**config.mk**
```make
export PLATFORM = sky130hd
export DESIGN_NAME = program_loader
export DESIGN_NICKNAME = d
export VERILOG_FILES = /design/src/rtl/program_loader.sv
export SDC_FILE = /design/constraint.sdc
export NUM_CORES = 1
export LEC_CHECK = 0
export CORE_MARGIN = 4
export CORE_UTILIZATION = 54
export CTS_CLUSTER_DIAMETER = 120
export DETAILED_ROUTE_END_ITERATION = 8
export PLACE_DENSITY = 0.84
export SLEW_MARGIN = 20
export SYNTH_ARGS = -nofsm -noshare
export SYNTH_HDL_FRONTEND = slang
export SYNTH_SLANG_ARGS = --single-unit
export TNS_END_PERCENT = 1
```
**constraint.sdc**
```tcl
create_clock -name clk -period 4.2 [get_ports clk]
set_input_delay 1.26 -clock clk [delete_from_list [all_inputs] [get_ports clk]]
set_output_delay 1.26 -clock clk [all_outputs]
set_load 0.005 [all_outputs]
```
**src/rtl/program_loader.sv**
```systemverilog
// Byte-stream loader for the 10-bit instruction memory: length header, then
// two bytes per instruction, written to consecutive addresses from 0.
module program_loader #(
    parameter int ADDR_WIDTH  = 8,
    parameter int INSTR_WIDTH = 10
) (
    input  logic                   clk,
    input  logic                   reset,
    input  logic                   start,
    input  logic [7:0]             byte_in,
    input  logic                   byte_valid,
    output logic                   byte_ready,
    output logic                   imem_we,
    output logic [ADDR_WIDTH-1:0]  imem_addr,
    output logic [INSTR_WIDTH-1:0] imem_wdata,
    output logic                   cpu_hold,
    output logic                   busy,
    output logic                   done,
    output logic                   error,
    output logic [ADDR_WIDTH:0]    word_count
);

    localparam int LW = ADDR_WIDTH + 1;

    typedef enum logic [2:0] {
        S_IDLE  = 3'd0,
        S_LEN   = 3'd1,
        S_HI    = 3'd2,
        S_LO    = 3'd3,
        S_WRITE = 3'd4,
        S_DONE  = 3'd5,
        S_ERROR = 3'd6
    } state_t;

    state_t                 state_r;
    state_t                 state_s;
    logic                   clear_s;
    logic                   byte_ready_s;
    logic                   accept_s;
    logic [LW-1:0]          wc_r;
    logic [LW-1:0]          wc_inc_s;
    logic [LW-1:0]          len_r;
    logic [1:0]             hi_r;
    logic [INSTR_WIDTH-1:0] wdata_r;
    logic                   imem_we_r;
    logic                   cpu_hold_r;
    logic                   busy_r;
    logic                   done_r;
    logic                   error_r;

    assign accept_s = byte_valid & byte_ready_s;
    assign wc_inc_s = wc_r + LW'(1'b1);

    // Next-state decode; counters are cleared whenever a start is honoured.
    always_comb begin
        state_s      = state_r;
        clear_s      = 1'b0;
        byte_ready_s = 1'b0;
        case (state_r)
            S_IDLE: begin
                if (start) begin
                    state_s = S_LEN;
                    clear_s = 1'b1;
                end else begin
                    state_s = S_IDLE;
                end
            end
            S_LEN: begin
                byte_ready_s = 1'b1;
                if (accept_s) begin
                    state_s = S_HI;
                end else begin
                    state_s = S_LEN;
                end
            end
            S_HI: begin
                byte_ready_s = 1'b1;
                if (accept_s) begin
                    if (byte_in[7:2] == 6'd0) begin
                        state_s = S_LO;
                    end else begin
                        state_s = S_ERROR;
                    end
                end else begin
                    state_s = S_HI;
                end
            end
            S_LO: begin
                byte_ready_s = 1'b1;
                if (accept_s) begin
                    state_s = S_WRITE;
                end else begin
                    state_s = S_LO;
                end
            end
            S_WRITE: begin
                if (wc_inc_s == len_r) begin
                    state_s = S_DONE;
                end else begin
                    state_s = S_HI;
                end
            end
            S_DONE, S_ERROR: begin
                if (start) begin
                    state_s = S_LEN;
                    clear_s = 1'b1;
                end else if (state_r == S_DONE) begin
                    state_s = S_IDLE;
                end else begin
                    state_s = S_ERROR;
                end
            end
            default: begin
                state_s = S_IDLE;
            end
        endcase
    end

    // State register.
    always_ff @(posedge clk or posedge reset) begin
        if (reset) begin
            state_r <= S_IDLE;
        end else begin
            state_r <= state_s;
        end
    end

    // Datapath and status flags; flags decode the next state so they are glitch-free registers.
    always_ff @(posedge clk or posedge reset) begin
        if (reset) begin
            wc_r       <= {LW{1'b0}};
            len_r      <= {LW{1'b0}};
            hi_r       <= 2'd0;
            wdata_r    <= {INSTR_WIDTH{1'b0}};
            imem_we_r  <= 1'b0;
            cpu_hold_r <= 1'b0;
            busy_r     <= 1'b0;
            done_r     <= 1'b0;
            error_r    <= 1'b0;
        end else begin
            if (clear_s) begin
                wc_r <= {LW{1'b0}};
            end else if (state_r == S_WRITE) begin
                wc_r <= wc_inc_s;
            end
            if (state_r == S_LEN && accept_s) begin
                len_r <= LW'(byte_in) + LW'(1'b1);
            end
            if (state_r == S_HI && accept_s) begin
                hi_r <= byte_in[1:0];
            end
            if (state_r == S_LO && accept_s) begin
                wdata_r <= INSTR_WIDTH'({hi_r, byte_in});
            end
            imem_we_r  <= (state_s == S_WRITE);
            done_r     <= (state_s == S_DONE);
            error_r    <= (state_s == S_ERROR);
            busy_r     <= (state_s == S_LEN) || (state_s == S_HI) ||
                          (state_s == S_LO)  || (state_s == S_WRITE);
            cpu_hold_r <= (state_s == S_LEN) || (state_s == S_HI) ||
                          (state_s == S_LO)  || (state_s == S_WRITE) ||
                          (state_s == S_ERROR);
        end
    end

    assign byte_ready = byte_ready_s;
    assign imem_we    = imem_we_r;
    assign imem_addr  = wc_r[ADDR_WIDTH-1:0];
    assign imem_wdata = wdata_r;
    assign cpu_hold   = cpu_hold_r;
    assign busy       = busy_r;
    assign done       = done_r;
    assign error      = error_r;
    assign word_count = wc_r;

endmodule

```
* After elaboration in Yosys (flattened, before gate mapping) *
Cells that the tools add are included.

storage, ports and cells
  register bits after elaboration = 38
  memory bits (writable) = 0
  logic and storage cells = 53
  memories = 0
  bits in read-only memories = 0
  bits in latches = 0

cells by class
  mux-type cells = 14
  $lt $le $gt $ge = 0
  bitwise gates (word level) = 1
  add/sub/neg operators = 2
  div/mod/pow operators = 0
  eq/ne operators = 13
  shift operators = 0
  reduce and logical (&&, ||, !) cells = 13
  multipliers = 0

operators by type and width
  kind                 number
  $eq 3x3->1 const B   6
  $mux 3               6
  $mux 9               2
  $pmux 3 s6           1
  $eq 3x2->1 const B   4
  $add 8x1->9 const B  1
  $add 9x1->9 const B  1
  $eq 9x9->1           1
  $eq 3x1->1 const B   2
  $logic_not 6->1      1
  $reduce_or 3->1      2
  $logic_or 1x1->1     4
  $mux 1               4
  $logic_and 1x1->1    3
  $logic_not 3->1      1
  $mux 2               1
  $reduce_bool 2->1    1
  $reduce_or 2->1      1
  $and 1x1->1          1

* Longest topological paths before layout *
Gate-level depths: netlist of run 1.

  word-level depth = 11
  gate-level depth with buffers = 7

* Worst setup path after synthesis of run 1 *
No wires, ideal clock.

  kind = input-to-reg
  start = input byte_valid
  end = register wdata_r[0] (netlist: imem_wdata[0])
  stages on the path = 4
  data arrival time = 2.208 ns
  setup slack = 1.867 ns
  cell sequence = nor2b_1 > nand3_1 > clkbuf_1 > mux2_2

on the way
  longest elaborated chain between the ends = 2

RTL lines
  item                  line  source
  start, declared       11    input logic byte_valid,
  $and 1x1->1           51    assign accept_s = byte_valid & byte_ready_s;
  $logic_and 1x1->1     152   if (state_r == S_LO && accept_s) begin
  end signal, assigned  134   wdata_r <= {INSTR_WIDTH{1'b0}};
  end signal, assigned  153   wdata_r <= INSTR_WIDTH'({hi_r, byte_in});
  end, declared         44    logic [INSTR_WIDTH-1:0] wdata_r;

No other way between the ends.
A chain may end at the register's enable or synchronous reset.

* Worst setup path in the final report of run 1 *
  start = register state_r[0]
  end = output byte_ready

on the way
  longest elaborated chain between the ends = 3
  elaborated cells on any way between the ends = 5

RTL lines
  item                                             line  source
  start, declared                                  35    state_t state_r;
  start signal, assigned                           124   state_r <= state_s;
  $eq 3x1->1 / $eq 3x2->1 (equally long branches)  59    case (state_r)
  $reduce_or 3->1 (no line) *                      n/a
  $mux 1 *                                         59
  end, declared                                    12    output logic byte_ready,

Mark *: on every way between the ends. The rest lies on a longest branch, timed or not.

==> results of run 1 <==
==> sequential cells by signal, summed over array words and instances (netlist names) <==
signal      flops
imem_wdata     10
len_r           9
word_count      9
state_r         3
hi_r            2
busy            1
cpu_hold        1
done            1
error           1
imem_we         1
==> power breakdown <==
part | switching, mW | total (mW) | internal (mW)
logic | 0.245 | 0.576 | 0.331
clock network | 0.128 | 0.261 | 0.132
registers | 0.123 | 0.616 | 0.493
total | 0.496 | 1.45 | 0.956
==> critical path, delay by kind of cell, from the launching register on <==
kind                   cells  cell delay, ns
buffers and inverters      1            0.45
flip-flops                 1            0.51
AND/OR/NAND/NOR            2            0.39
==> area by class of cell <==
type	count	share of cell area, %
tap	48	2.32
clock buffer	7	3.33
clock inverter	1	0.193
timing repair buffer	45	17.3
inverter	8	1.16
multi-input combinational	155	39.0
sequential	38	36.7
==> worst min path at each step <==
stage	start	endpoint	slack (ns)	cells past startpoint
finish	imem_wdata[4]	imem_wdata[4]	0.49	2
global route	imem_wdata[6]	imem_wdata[6]	0.54	1
CTS	imem_wdata[4]	imem_wdata[4]	0.49	2
detailed placement	imem_wdata[4]	imem_wdata[4]	0.48	2
global placement	imem_wdata[4]	imem_wdata[4]	0.47	2
floorplan	len_r[4]	len_r[4]	0.47	2
==> cell usage in the layout, fill, tap and decap left out, types with 3 or more instances in the layout <==
cell,count
a21oi_1,3
clkbuf_8,6
clkdlybuf4s50_1,44
dfrtp_1,38
inv_1,8
mux2_2,11
nand2_1,25
nand2b_1,3
nand3_1,13
nor2_1,16
nor3_1,4
o21ai_0,23
o21ai_1,3
o31ai_1,3
xnor2_1,13
xor2_1,4
==> cell families (layout without fill, tap and decap cells) <==
family	count (synthesis)	after routing	synth area share (%)
multiplexers	12	12	6.40
adder cells (fa/ha/maj)	2	2	1.20
buffers and inverters	25	61	6.16
flip-flops	38	38	45.5
AO/OA/AOI/OAI	51	51	16.6
AND/OR/NAND/NOR	73	73	17.1
XOR/XNOR	17	17	7.12
==> through the flow <==
stage          instance area [sq um]  power, mW  hold slack [ns]
2_1_floorplan                   2090      0.953            0.469
3_3_place_gp                    2500       1.18            0.466
3_5_place_dp                    2500       1.20            0.476
4_1_cts                         2590       1.46            0.492
5_1_grt                         2590       1.57            0.535
6_report                        2590       1.45            0.487
==> per-layer routing <==
layer  share of wire, %  vias to the layer above  track usage [%]
met1                 44                      818             24.4
met2                 48                       52             33.0
li1                   -                      827                -
met3                5.9                        7             6.19
met4                1.7                        0             7.66
met5                  0                        -                0
==> out/results.tsv, run 1 <==
stage	metric	value	unit
route	post_drt_wl_per_cell	14.8	microns
critical_path	cp.arrival	1.64	ns
placed_design	gp_congestion	0.847	
clock_tree	cts_buffer_depth	2	
synth	seq_area_frac_synth	45.5	%
timing	setup_viol	0	
status	outcome	complete, no violations	
critical_path	reg2reg_setup_slack	1.90	ns
run	cap_violations	0	
die	initial_utilization	56.3	%
synth	synth_cell_types	44	
route	ant_nets	0	
layout	final_layout_size_suffix_gt1_share	10.2	%
timing	fmax	0.344	GHz
route	via_count	1704	
critical_path	crit_top_cell	nor2_1	
synth	synthTopCellsByCount	38 x dfrtp_1, 25 x nand2_1, 23 x o21ai_0	
timing	slew_headroom	53.9	%
layout	syn_to_final_growth	23.9	%
synth	synth_warnings	0	
route	firstDrtPassIters	5	
critical_path	rr_worst_depth	7	
placed_design	hpwl	3270	microns
critical_path	crit_path_cell_trace	nor2_1, nor2_1, clkdlybuf4s50_1	
synth	synth_nets	232	
critical_path	regToRegEndpoint	cpu_hold	
layout	multi_input_comb_area	0.00101	sq mm
layout	nets	267	
critical_path	path_max_fanout	13	
timing	setup-tns-final	0	ns
layout	area.sequential	951	sq um
die	die_width	70.2	microns
die	core	0.00372	sq mm
clock_tree	cts_tree	built	
synth	synth_top_cell_area_share	45.5	%
route	drtIter0Drc	110	
synth	synth-seq-cells	38	
clock_tree	clk_latency	0.29	ns
critical_path	cp-end-kind	primary output	
timing	tightest_slew	0.691	ns
pwr	power_density	560	mW/mm^2
route	detail_route.drc_violations	0	
critical_path	start_kind	flop	
timing	finClkSkew	0.00405	ns
placed_design	dpl.cell_count	294	
critical_path	crit_type	reg2out	
synth	syn_inst	218	
layout	diodes	0	
synth	yosysTopAreaCell	dfrtp_1	
timing	period_share	69.1	%
global_route	grt_start_max_net_pins	22	
global_route	grt.total_usage	20.0	%
timing	fin_crit	2.90	ns
clock_tree	cts.sinks	38	
layout	utilization	69.8	%
timing	rsz0062_at_grt	no	
synth	synth_edf_count	0	
synth	synth_most_common_cell	dfrtp_1	
clock_tree	cts_htree_levels	2	
die	rows	22	
synth	synth_area_leaders	dfrtp_1 45%, mux2_2 5.9%, o21ai_0 5.5%	
global_route	grt_pass1_wl	7820	microns
timing	finalMaxSlewViolations	0	
layout	fill_cells	298	
global_route	antenna_found_initial	0	
route	wl	4480	microns
synth	synth.cell_area	0.00209	sq mm
clock_tree	ctsResizeCount	0	
synth	postSynth.asyncResetShare	100	%
critical_path	crit_start	state_r[0]	
pwr	leakage	1.08	nW
die	die_h	70.2	microns
critical_path	reg2reg_from	word_count[0]	
die	ioPinCount	45	
critical_path	crit_path_end	byte_ready	
timing	finalHoldViolations	0	
critical_path	required	2.94	ns
global_route	grt_overflow	0	
clock_tree	root_buffer	clkbuf_8	
hold_path	hold_path.class	reg2reg	
clock_tree	post_cts_buffers	0	
timing	fin_ws	1.30	ns
critical_path	worst_path_largest_cell_delay	0.51	ns
clock_tree	ctsHoldBuffers	0	
placed_design	place.port_buffers	44	
clock_tree	clk_pin_slew	0.07	ns
placed_design	pre_cts_ws	1.19	ns
synth	ys.flop_type	dfrtp_1	
die	die_area	0.00493	sq mm
route	detail_route.vias_per_cell	5.64	
critical_path	cp_slowest_cell	dfrtp_1	
global_route	grt_pass1_vias	1668	
synth	avgSynthCellArea	9.60	sq um
pwr	ir_drop	0.000375	V
clock_tree	cts_made_buffers	5	
layout	finalNonFillerCells	302	
(Power assumes the default switching activity.)
==> run 2: changes to the inputs <==
--- a/config.mk
+++ b/config.mk
@@ -6,10 +6,10 @@
 export NUM_CORES = 1
 export LEC_CHECK = 0
 export CORE_MARGIN = 4
-export CORE_UTILIZATION = 54
+export CORE_UTILIZATION = 51
 export CTS_CLUSTER_DIAMETER = 120
 export DETAILED_ROUTE_END_ITERATION = 8
-export PLACE_DENSITY = 0.84
+export PLACE_DENSITY = 0.8
 export SLEW_MARGIN = 20
 export SYNTH_ARGS = -nofsm -noshare
 export SYNTH_HDL_FRONTEND = slang
==> constraint.sdc (replaced) <==
create_clock -name clk -period 3 [get_ports clk]
set_input_delay 0.9 -clock clk [delete_from_list [all_inputs] [get_ports clk]]
set_output_delay 0.9 -clock clk [all_outputs]
set_load 0.005 [all_outputs]
==> out/results.tsv, run 2 (synthesized netlist as in run 1, its figures left out) <==
stage	metric	value	unit
status	outcome	complete, no violations	
die	rows	23	
critical_path	cp.arrival	1.66	ns
layout	final_layout_size_suffix_gt1_share	10.6	%
timing	setup-tns-final	0	ns
clock_tree	root_buffer	clkbuf_8	
placed_design	gp_congestion	0.878	
timing	finalHoldViolations	0	
timing	setup_viol	0	
global_route	antenna_found_initial	0	
timing	tightest_slew	0.530	ns
timing	finalMaxSlewViolations	0	
global_route	grt_pass1_wl	7550	microns
route	post_drt_wl_per_cell	14.5	microns
route	ant_nets	0	
placed_design	dpl.cell_count	296	
route	wl	4400	microns
critical_path	cp-end-kind	primary output	
global_route	grt_pass1_vias	1656	
timing	fin_crit	2.56	ns
clock_tree	cts.sinks	38	
die	die_area	0.00519	sq mm
route	met2_length	2130	microns
critical_path	cp_slowest_cell	dfrtp_1	
route	detail_route.drc_violations	0	
critical_path	critPathTopFamily	flip-flops	
die	die_h	72.0	microns
timing	fin_ws	0.439	ns
route	drtIter0Drc	123	
pwr	power_density	832	mW/mm^2
layout	final_cell_mix	44 x clkdlybuf4s50_1, 38 x dfrtp_1, 25 x nand2_1	
clock_tree	cts_htree_levels	2	
clock_tree	cts_made_buffers	5	
timing	slew_headroom	64.5	%
clock_tree	cts_tree	built	
layout	finalNonFillerCells	304	
clock_tree	ctsHoldBuffers	0	
critical_path	crit_type	reg2out	
route	via_count	1694	
critical_path	reg2reg_setup_slack	0.70	ns
critical_path	crit_path_cell_trace	nor2_1, nor2_1, clkdlybuf4s50_1	
critical_path	path_buf_inv	1	
timing	fmax	0.390	GHz
global_route	grt_start_max_net_pins	39	
layout	diodes	0	
critical_path	start_kind	flop	
timing	rsz0062_at_grt	no	
route	dr_wl_met3	285	microns
placed_design	pre_cts_ws	0.337	ns
critical_path	worst_path_largest_cell_delay	0.58	ns
critical_path	required	2.10	ns
clock_tree	ctsResizeCount	0	
critical_path	crit_top_cell	nor2_1	
run	cap_violations	0	
die	initial_utilization	52.7	%
pwr	ir_drop	0.000474	V
pwr	leakage	1.10	nW
route	detail_route.vias_per_cell	5.57	
layout	syn_to_final_growth	26.5	%
timing	whs	0.506	ns
clock_tree	post_cts_buffers	0	
clock_tree	clk_latency	0.30	ns
layout	mostFrequentLayoutCell	clkdlybuf4s50_1	
layout	utilization	66.6	%
clock_tree	cts_buffer_depth	2	
global_route	grt.total_usage	18.7	%
placed_design	hpwl	3170	microns
timing	period_share	85.4	%
critical_path	path_max_fanout	13	
route	highest_layer	met4	
clock_tree	clk_pin_slew	0.07	ns
die	ioPinCount	45	
hold_path	hold_path.class	reg2reg	
layout	nets	267	
placed_design	place.port_buffers	44	
die	die_width	72.0	microns
route	wl_met1	1860	microns
route	firstDrtPassIters	4	
layout	largest_reg_flops	10	
global_route	grt_overflow	0	
die	core	0.00397	sq mm
timing	finClkSkew	0.00764	ns
-- run 2: cell count changes in the layout (fill, tap and decap cells not counted), sizes merged --
cell	delta
bufinv	+2
clkinv	-1
clkbuf	-1
-- run 2: per-stage QoR --
stage          instance area [sq um]  power (mW)
3_5_place_dp                    2500        1.67
3_3_place_gp                    2500        1.64
2_1_floorplan                   2090        1.33
4_1_cts                         2650        2.22
6_report                        2650        2.20
5_1_grt                         2650        2.35
-- run 2: worst paths after layout --
path,from,end,cells past startpoint
hold / removal,imem_wdata[4],imem_wdata[4],2
hold reg to reg,imem_wdata[4],imem_wdata[4],2
min in group asynchronous,reset,busy,3
setup / recovery,state_r[0],byte_ready,3
setup reg to reg,word_count[0],cpu_hold,7
max in group asynchronous,reset,state_r[0],3
-- run 2: cell type report --
| class | count | area, sq um |
|---|---|---|
| Fill cell | 349 | 1330 |
| Sequential cell | 38 | 951 |
| Timing Repair Buffer | 45 | 448 |
| Tap cell | 50 | 62.6 |
| Inverter | 8 | 30.0 |
| Multi-Input combinational cell | 155 | 1010 |
| Clock buffer | 6 | 82.6 |
| Clock inverter | 2 | 60.1 |
-- run 2: power breakdown --
group          switching (mW)  leakage (nW)  internal (mW)
sequential              0.173         0.483          0.690
clock                   0.188        0.0714          0.355
combinational           0.334         0.545          0.463
-- run 2: worst register-to-register path: stages, from the launching register on --
cell	delay (ns)
dfrtp_1	0.50
ha_1	0.35
nand3_4	0.14
nor3_4	0.31
a2bb2oi_1	0.12
a2111oi_2	0.26
o2111ai_2	0.29
o21a_1	0.24
-- run 2: per-layer routing --
metal	vias up	GRT usage, %
met4	0	9.39
met1	794	23.0
met2	60	29.9
met5	-	0
li1	831	-
met3	9	5.54
==> run 3: changes to the inputs <==
--- a/config.mk
+++ b/config.mk
@@ -6,10 +6,11 @@
 export NUM_CORES = 1
 export LEC_CHECK = 0
 export CORE_MARGIN = 4
-export CORE_UTILIZATION = 51
+export CORE_UTILIZATION = 62
 export CTS_CLUSTER_DIAMETER = 120
 export DETAILED_ROUTE_END_ITERATION = 8
-export PLACE_DENSITY = 0.8
+export DONT_BUFFER_PORTS = 1
+export PLACE_DENSITY = 0.78
 export SLEW_MARGIN = 20
 export SYNTH_ARGS = -nofsm -noshare
 export SYNTH_HDL_FRONTEND = slang
==> constraint.sdc (replaced) <==
create_clock -name clk -period 3 [get_ports clk]
set_input_delay 0.9 -clock clk [delete_from_list [all_inputs] [get_ports clk]]
set_output_delay 0.9 -clock clk [all_outputs]
set_load 0.1 [all_outputs]
==> out/results.tsv, run 3 (synthesized netlist as in run 1, its figures left out) <==
stage	metric	value	unit
clock_tree	root_buffer	clkbuf_4	
pwr	power_density	1170	mW/mm^2
clock_tree	cts_made_buffers	5	
die	initial_utilization	66.9	%
global_route	grt_start_max_net_pins	39	
critical_path	required	2.10	ns
critical_path	reg2reg_from	word_count[0]	
clock_tree	cts_htree_levels	2	
run	cap_violations	0	
die	ioPinCount	45	
global_route	grt_pass1_wl	7350	microns
placed_design	gp_congestion	0.893	
layout	syn_to_final_growth	5.50	%
route	wl	4260	microns
hold_path	min_from	hi_r[0]	
route	drtIter0Drc	126	
route	ant_nets	0	
critical_path	path_max_fanout	13	
timing	rsz0062_at_grt	no	
timing	fin_crit	2.41	ns
global_route	grt.total_usage	22.3	%
route	detail_route.drc_violations	0	
timing	slew_headroom	39.2	%
critical_path	crit_type	reg2out	
clock_tree	post_cts_buffers	0	
hold_path	min_path_cells	1	
layout	largest_reg_flops	10	
route	firstDrtPassIters	4	
clock_tree	clk_pin_slew	0.11	ns
critical_path	start_kind	flop	
timing	finalHoldViolations	0	
layout	final_cell_mix	30 x dfrtp_1, 25 x nand2_1, 23 x o21ai_0	
die	die_h	66.1	microns
timing	finalMaxSlewViolations	0	
layout	mostFrequentLayoutCell	dfrtp_1	
clock_tree	ctsHoldBuffers	0	
clock_tree	ctsResizeCount	0	
route	detail_route.vias_per_cell	6.02	
pwr	ir_drop	0.000797	V
placed_design	dpl.cell_count	256	
layout	finalNonFillerCells	264	
critical_path	rr_worst_depth	7	
layout	fill_cells	260	
global_route	grt_pass1_vias	1566	
placed_design	dpl_cell_area	0.00214	sq mm
timing	period_share	80.4	%
clock_tree	cts_buffer_depth	2	
timing	setup-tns-final	0	ns
die	rows	20	
die	die_width	66.1	microns
placed_design	hpwl	3170	microns
global_route	antenna_found_initial	0	
layout	final_area	0.00221	sq mm
die	core	0.00313	sq mm
layout	final_layout_size_suffix_gt1_share	20.9	%
clock_tree	cts.sinks	38	
die	die_area	0.00437	sq mm
pwr	leakage	0.941	nW
timing	fmax	0.414	GHz
timing	finClkSkew	0.00366	ns
status	outcome	complete, no violations	
timing	setup_viol	0	
timing	tightest_slew	0.912	ns
route	post_drt_wl_per_cell	16.1	microns
clock_tree	clk_latency	0.34	ns
layout	nets	233	
critical_path	crit_start	state_r[0]	
global_route	grt_overflow	0	
critical_path	cp.arrival	1.51	ns
placed_design	place.port_buffers	0	
clock_tree	cts_tree	built	
critical_path	cp-end-kind	primary output	
hold_path	hold_path.class	reg2reg	
route	via_count	1590	
layout	diodes	0	
[run 3: cell count changes in the layout (fill, tap and decap cells not counted), moves of 2 or more]
cell / previous run / this run
clkdlybuf4s50_1: 44 / 0
clkbuf_4: 0 / 5
clkbuf_8: 6 / 1
buf_4: 1 / 11
dfrtp_1: 38 / 30
dfrtp_2: 0 / 8
bufinv_16: 2 / 0
[run 3: final cells by class]
| class | instances | area, sq um | share of cell area, % |
|---|---|---|---|
| Clock buffer | 6 | 51.3 | 2.32 |
| Timing Repair Buffer | 11 | 82.6 | 3.74 |
| Clock inverter | 2 | 12.5 | 0.567 |
| Inverter | 8 | 30.0 | 1.36 |
| Tap cell | 44 | 55.1 | 2.49 |
| Multi-Input combinational cell | 155 | 1010 | 46.0 |
| Sequential cell | 38 | 961 | 43.5 |
[run 3: worst paths after layout]
path                                  to  slack, ns
min in group asynchronous  imem_wdata[6]       0.54
hold / removal                   hi_r[0]       0.52
max in group asynchronous  word_count[1]       2.12
hold reg to reg                  hi_r[0]       0.52
setup / recovery              byte_ready       0.59
setup reg to reg                cpu_hold       0.71
[run 3: power by group]
| group | leakage [nW] | total, mW | switching [mW] | internal, mW |
|---|---|---|---|---|
| Clock | 0.0343 | 0.280 | 0.168 | 0.113 |
| Combinational | 0.437 | 0.793 | 0.499 | 0.294 |
| Sequential | 0.470 | 1.51 | 0.829 | 0.677 |
[run 3: metal layers]
metal | share of wire [%] | vias up | track usage [%]
li1 | - | 766 | -
met1 | 41 | 757 | 26.4
met2 | 49 | 60 | 37.3
met3 | 8.7 | 7 | 8.16
met4 | 1.2 | 0 | 7.11
met5 | 0 | - | 0
[run 3: metrics by stage]
step                total power [mW]  utilization [%]  hold slack, ns  worst slack [ns]
floorplan                       2.16                -           0.469             0.215
finish                          2.58             70.6           0.517             0.587
detailed placement              2.31             68.5           0.492             0.735
global route                    2.72             70.6           0.550             0.462
CTS                             2.59             70.6           0.521             0.600
global placement                2.27             68.5           0.489             0.844
[run 3: critical path, cell delays in order (launching register included)]
cell and delay (ns):
dfrtp_1 0.53, nor2_1 0.35, nor2_2 0.05, buf_4 0.24
